<file path="config.mk">
export PLATFORM = sky130hd
export DESIGN_NAME = ram_arbiter
export DESIGN_NICKNAME = d
export VERILOG_FILES = /design/src/rtl/ram_arbiter.sv
export SDC_FILE = /design/constraint.sdc
export NUM_CORES = 1
export LEC_CHECK = 0
export ABC_AREA = 0
export BUFFER_PORTS_ARGS = -buffer_cell sky130_fd_sc_hd__buf_4
export CAP_MARGIN = 20
export CORE_MARGIN = 4
export CORE_UTILIZATION = 49
export CTS_BUF_LIST = sky130_fd_sc_hd__clkbuf_16
export CTS_CLUSTER_DIAMETER = 100
export CTS_CLUSTER_SIZE = 8
export DETAILED_ROUTE_END_ITERATION = 12
export MAX_ROUTING_LAYER = met4
export PLACE_DENSITY = 0.81
export SYNTH_ARGS = -nofsm -noshare
export SYNTH_HDL_FRONTEND = slang
export SYNTH_SLANG_ARGS = --single-unit
</file>
<file path="constraint.sdc">
create_clock -name clk -period 3.9 [get_ports clk]
set_clock_uncertainty 0.05 [all_clocks]
set_input_delay 1.17 -clock clk [delete_from_list [all_inputs] [get_ports clk]]
set_output_delay 1.17 -clock clk [all_outputs]
set_load 0.05 [all_outputs]
</file>
<file path="src/rtl/ram_arbiter.sv">
// Two-port round-robin arbiter in front of a single-command memory interface.
// Latency: grant to ack 3 cycles for a new command, 1 cycle for a repeated command.
// Backpressure: a losing requester waits in IDLE; memory stalls hold the FSM in ISSUE/WAIT.
// Optional watchdog: define RAM_ARB_TIMEOUT_EN to abort ISSUE/WAIT after TIMEOUT cycles with an err pulse.
module ram_arbiter #(
   parameter int WORD_SIZE = 32,
   parameter int TIMEOUT   = 16
) (
   input  logic                 clk,
   input  logic                 rst_n,
   input  logic                 req0,
   input  logic                 req1,
   input  logic                 wr0,
   input  logic                 wr1,
   input  logic [WORD_SIZE-1:0] addr0,
   input  logic [WORD_SIZE-1:0] addr1,
   input  logic [WORD_SIZE-1:0] data0,
   input  logic [WORD_SIZE-1:0] data1,
   output logic                 ack0,
   output logic                 ack1,
   output logic [WORD_SIZE-1:0] rdata0,
   output logic [WORD_SIZE-1:0] rdata1,
   output logic [WORD_SIZE-1:0] mem_addr,
   output logic [WORD_SIZE-1:0] mem_data,
   output logic                 mem_wr,
   input  logic                 mem_response,
   input  logic [WORD_SIZE-1:0] mem_out,
   output logic                 err
);

   typedef enum logic [1:0] {IDLE, ISSUE, WAIT, DONE} state_t;

   state_t                state, state_nx;
   logic                  gnt;        // port owning the current transaction
   logic                  ptr;        // port favoured on the next contended grant
   logic                  last_vld;   // mem_* hold a command the memory has completed
   logic                  any_req;
   logic                  sel;
   logic                  sel_wr;
   logic [WORD_SIZE-1:0]  sel_addr;
   logic [WORD_SIZE-1:0]  sel_data;
   logic                  repeat_hit;
   logic                  timeout_hit;
   logic                  grant;

   // Round-robin selection and the command of the selected port
   always_comb begin
      any_req  = req0 | req1;
      sel      = (req0 & req1) ? ptr : req1;
      sel_wr   = sel ? wr1   : wr0;
      sel_addr = sel ? addr1 : addr0;
      sel_data = sel ? data1 : data0;
      repeat_hit = last_vld && ({sel_wr, sel_addr, sel_data} == {mem_wr, mem_addr, mem_data});
      grant    = (state == IDLE) && any_req;
   end

`ifdef RAM_ARB_TIMEOUT_EN
   localparam int CNT_W = $clog2(TIMEOUT + 1);
   logic [CNT_W-1:0] wd_cnt;

   // Watchdog: counts cycles spent waiting on memory, restarts on every other state
   always_ff @(posedge clk or negedge rst_n) begin
      if (!rst_n) begin
         wd_cnt <= '0;
         err    <= 1'b0;
      end else begin
         err <= timeout_hit;
         if ((state == ISSUE || state == WAIT) && !timeout_hit)
            wd_cnt <= wd_cnt + 1'b1;
         else
            wd_cnt <= '0;
      end
   end

   assign timeout_hit = (state == ISSUE || state == WAIT) && (wd_cnt == CNT_W'(TIMEOUT - 1));
`else
   assign timeout_hit = 1'b0;
   assign err         = 1'b0;
`endif

   // State register
   always_ff @(posedge clk or negedge rst_n) begin
      if (!rst_n) state <= IDLE;
      else        state <= state_nx;
   end

   // Next-state logic; a repeated command skips the memory handshake entirely
   always_comb begin
      state_nx = state;
      case (state)
         IDLE:  if (any_req) state_nx = repeat_hit ? DONE : ISSUE;
         ISSUE: if (timeout_hit) state_nx = IDLE;
                else if (!mem_response) state_nx = WAIT;
         WAIT:  if (timeout_hit) state_nx = IDLE;
                else if (mem_response) state_nx = DONE;
         DONE:  state_nx = IDLE;
         default: state_nx = IDLE;
      endcase
   end

   // Completion pulse goes to whichever port owns the transaction
   assign ack0 = (state == DONE) && !gnt;
   assign ack1 = (state == DONE) &&  gnt;

   // Datapath: command launch on grant, read capture on completion.
   // mem_* are only rewritten on grant because any change starts a memory operation.
   always_ff @(posedge clk or negedge rst_n) begin
      if (!rst_n) begin
         gnt      <= 1'b0;
         ptr      <= 1'b0;
         last_vld <= 1'b0;
         mem_wr   <= 1'b0;
         mem_addr <= '0;
         mem_data <= '0;
         rdata0   <= '0;
         rdata1   <= '0;
      end else begin
         if (grant) begin
            gnt      <= sel;
            ptr      <= ~sel;
            mem_wr   <= sel_wr;
            mem_addr <= sel_addr;
            mem_data <= sel_data;
            // Memory already holds this command's result on mem_out
            if (repeat_hit && !sel_wr) begin
               if (sel) rdata1 <= mem_out;
               else     rdata0 <= mem_out;
            end
         end
         if (timeout_hit) begin
            last_vld <= 1'b0;
         end else if (state == WAIT && mem_response) begin
            last_vld <= 1'b1;
            if (!mem_wr) begin
               if (gnt) rdata1 <= mem_out;
               else     rdata0 <= mem_out;
            end
         end
      end
   end

endmodule

</file>
==> impl_metrics.tcl <==
set metrics [dict create \
    status "finished clean" \
    io_buffers 297 \
    worstSetupEndpointType "flip-flop" \
    timing.setup.tns_ns 0 \
    clk_transition_reported_paths_ns 0.06 \
    synth-simple-area-share 0.1354 \
    muxShareOfSynthArea 0.1551 \
    setup_ws_ns 0.1397 \
    root_buffer "clkbuf_16" \
    cts_tree "done" \
    synth-seq-cells 134 \
    crit_chain "buf_4 -> nand2b_1 -> buf_4 -> a21boi_0 -> nor3_1 -> a2111o_1 -> nor4_1 -> buf_4 -> nand4_2 -> o31ai_4 -> buf_4 -> mux2_4" \
    tightest_slew_ns 0.5104 \
    power.total_mw 10.01 \
    antenna_found_initial 0 \
    numCtsBuffers 17 \
    crit_slowest_cell "a2111o_1" \
    synth_top_area_share 0.4572 \
    hold_buffers 0 \
    pre_cts_ws_ns -0.3003 \
    die_height_um 130.3 \
    power.share.clock 0.165 \
    cp.arrival_ns 4.01 \
    synthDistinctLibCells 57 \
    yosys.cell_count.top_type "dfrtp_1" \
    clock_sinks 134 \
    min_path_type "flip-flop to flip-flop" \
    yosys.area.top_type "dfrtp_1" \
    dr.pass1.iters 5 \
    dp.cells 1228 \
    synth_area_leaders "dfrtp_1 46%, mux2_4 12%, o21ai_0 4.3%" \
    hold-worst-slack_ns 0.4361 \
    die_area_mm2 0.01699 \
    grt_pass1_wl_um 37140 \
    crit_buf_inv 4 \
    fin_cells 1261 \
    clock.fmax_mhz 265.9 \
    initial_core_util 0.5027 \
    ant_nets 0 \
    cts_buffer_depth 2 \
    fin_nets 1235 \
    track_usage 0.2929 \
    syn_inst 711 \
    leakagePower_nw 5.314 \
    coreArea_mm2 0.01459 \
    p_int_mw 5.087 \
    drive_above_1_share 0.4480 \
    cpPeakStageDelay_ns 0.39 \
    die_width_um 130.3 \
    synth_fa_ha_area_frac 0.006824 \
    synth_top_family_by_area "multiplexers" \
    area_growth_pct 48.76 \
    netlist_area_mm2 0.007335 \
    setup_violations 0 \
    pwr-share-seq 0.266 \
    gr-total-overflow 0 \
    power.switching_mw 4.926 \
    gp_congestion 0.9490 \
    drcViolationCount 0 \
    synth-xor-area-share 0.04657 \
    synth-edff-count 0 \
    powerDensity_mw_per_mm2 917.7 \
    vias_per_cell 5.519 \
    vias 6960 \
    synth_area_per_cell_um2 10.32 \
    drv_slew 0 \
    drt_iter0_drc 365 \
    slew_headroom 0.6553 \
    critPathTopFamily "compound AO/OA/AOI/OAI gates" \
    grt_pass1_vias 7026 \
    synth_seq_area_share 0.4572 \
    synthFlopType "dfrtp_1" \
    worstPathRequired_ns 4.15 \
    pin_count 299 \
    criticalPathCategory "input port to flip-flop" \
    synth_compound_area_frac 0.1534 \
    post-route-min-period_ns 3.760 \
    rows 44 \
    rsz0062_at_grt "false" \
    cp_common_cell "buf_4" \
    yosys-top-cells-count "134 x dfrtp_1, 65 x nand2_1, 63 x o21ai_0, 60 x mux2_4, 48 x nor2_1" \
    insertion_delay_ns 0.41 \
    cts_htree_levels 4 \
    drv_cap 0 \
    dp_hpwl_um 18970 \
    finalCritPeriodShare 0.9642 \
    netSwitchingFraction 0.4920 \
    synth_nets 882 \
    path_max_fanout 16 \
    comb_power_share 0.570 \
    grt_max_degree 83 \
    wirelength_um 24620 \
    hold_violations 0 \
    synthArstFlopShare 1.000 \
    ir_drop_uv 630.2 \
    start_kind "input port" \
    avgRoutedWirePerCell_um 19.53 \
    yosys_warnings 0 \
]
==> cells by family after synthesis <==
kind of cell | count (synthesis)
adder cells (fa/ha/maj) | 4
AND/OR/NAND/NOR | 205
buffers and inverters | 68
multiplexers | 83
AO/OA/AOI/OAI | 177
XOR/XNOR | 39
other | 1
flip-flops | 134
==> layout by cell type (no fill, tap or decap), types with 11 or more instances in the layout <==
master	count
buf_4	363
dfrtp_1	134
nand2_1	65
o21ai_0	63
mux2_4	60
nor2_1	47
a31oi_1	37
nand3_1	36
inv_1	29
a21oi_1	25
xnor2_1	20
xor2_1	19
clkbuf_16	18
mux2i_1	17
and3_1	11
==> flip-flops by register name, indices dropped and copies added (netlist names) <==
signal / count
mem_addr: 32
mem_data: 32
rdata0: 32
rdata1: 32
state: 2
gnt: 1
last_vld: 1
mem_wr: 1
ptr: 1
==> repair_timing <==
item,CTS,global route
endpoints found under the setup margin,0,11
endpoints found under the hold margin,0,0
gates resized for setup,0,4
buffers inserted,0,0
==> worst paths after layout <==
path                                           start                        to  slack (ns)  cells past startpoint
worst max-delay path                            req0      rdata1[26]$_DFF_PN0_        0.14                     12
worst min-delay path            last_vld$_DFFE_PN0P_      last_vld$_DFFE_PN0P_        0.44                      1
worst max register to register       ptr$_DFFE_PN0P_      rdata1[26]$_DFF_PN0_        0.51                     11
worst min register to register  last_vld$_DFFE_PN0P_      last_vld$_DFFE_PN0P_        0.44                      1
max in group asynchronous                      rst_n  mem_data[21]$_DFFE_PN0P_        2.41                      2
min in group asynchronous                      rst_n      rdata0[16]$_DFF_PN0_        0.65                      1
==> cell type report <==
class / instances / area, um2
Tap cell: 184 / 230.2
Antenna cell: 1 / 2.502
Clock inverter: 14 / 176.4
Timing Repair Buffer: 373 / 2922
Clock buffer: 17 / 425.4
Multi-Input combinational cell: 509 / 3692
Fill cell: 1064 / 3679
Sequential cell: 134 / 3353
Inverter: 29 / 108.9
==> per-stage QoR <==
stage	instance area, um2	util
final	10910	0.7479
after global routing	10910	0.7477
after CTS	10860	0.7444
after detailed placement	10260	0.7032
after global placement	10260	0.7032
after floorplan	7335	-
==> power groups by stage <==
stage	Clock, mW	Sequential, mW	Combinational (mW)
6_report	1.65	2.66	5.70
3_5_place_dp	0	2.66	5.68
4_1_cts	1.67	2.65	5.70
3_3_place_gp	0	2.64	5.59
5_1_grt	1.74	2.75	6.01
2_1_floorplan	0	4.71	1.68
==> metal layers <==
metal | vias up | share of wire | global-route usage
li1 | 3264 | - | -
met1 | 3315 | 0.39 | 0.3542
met2 | 332 | 0.49 | 0.4786
met3 | 49 | 0.091 | 0.07695
met4 | 0 | 0.026 | 0.09800
met5 | - | 0 | -
No activity file was read; power rests on OpenSTA's default activity.
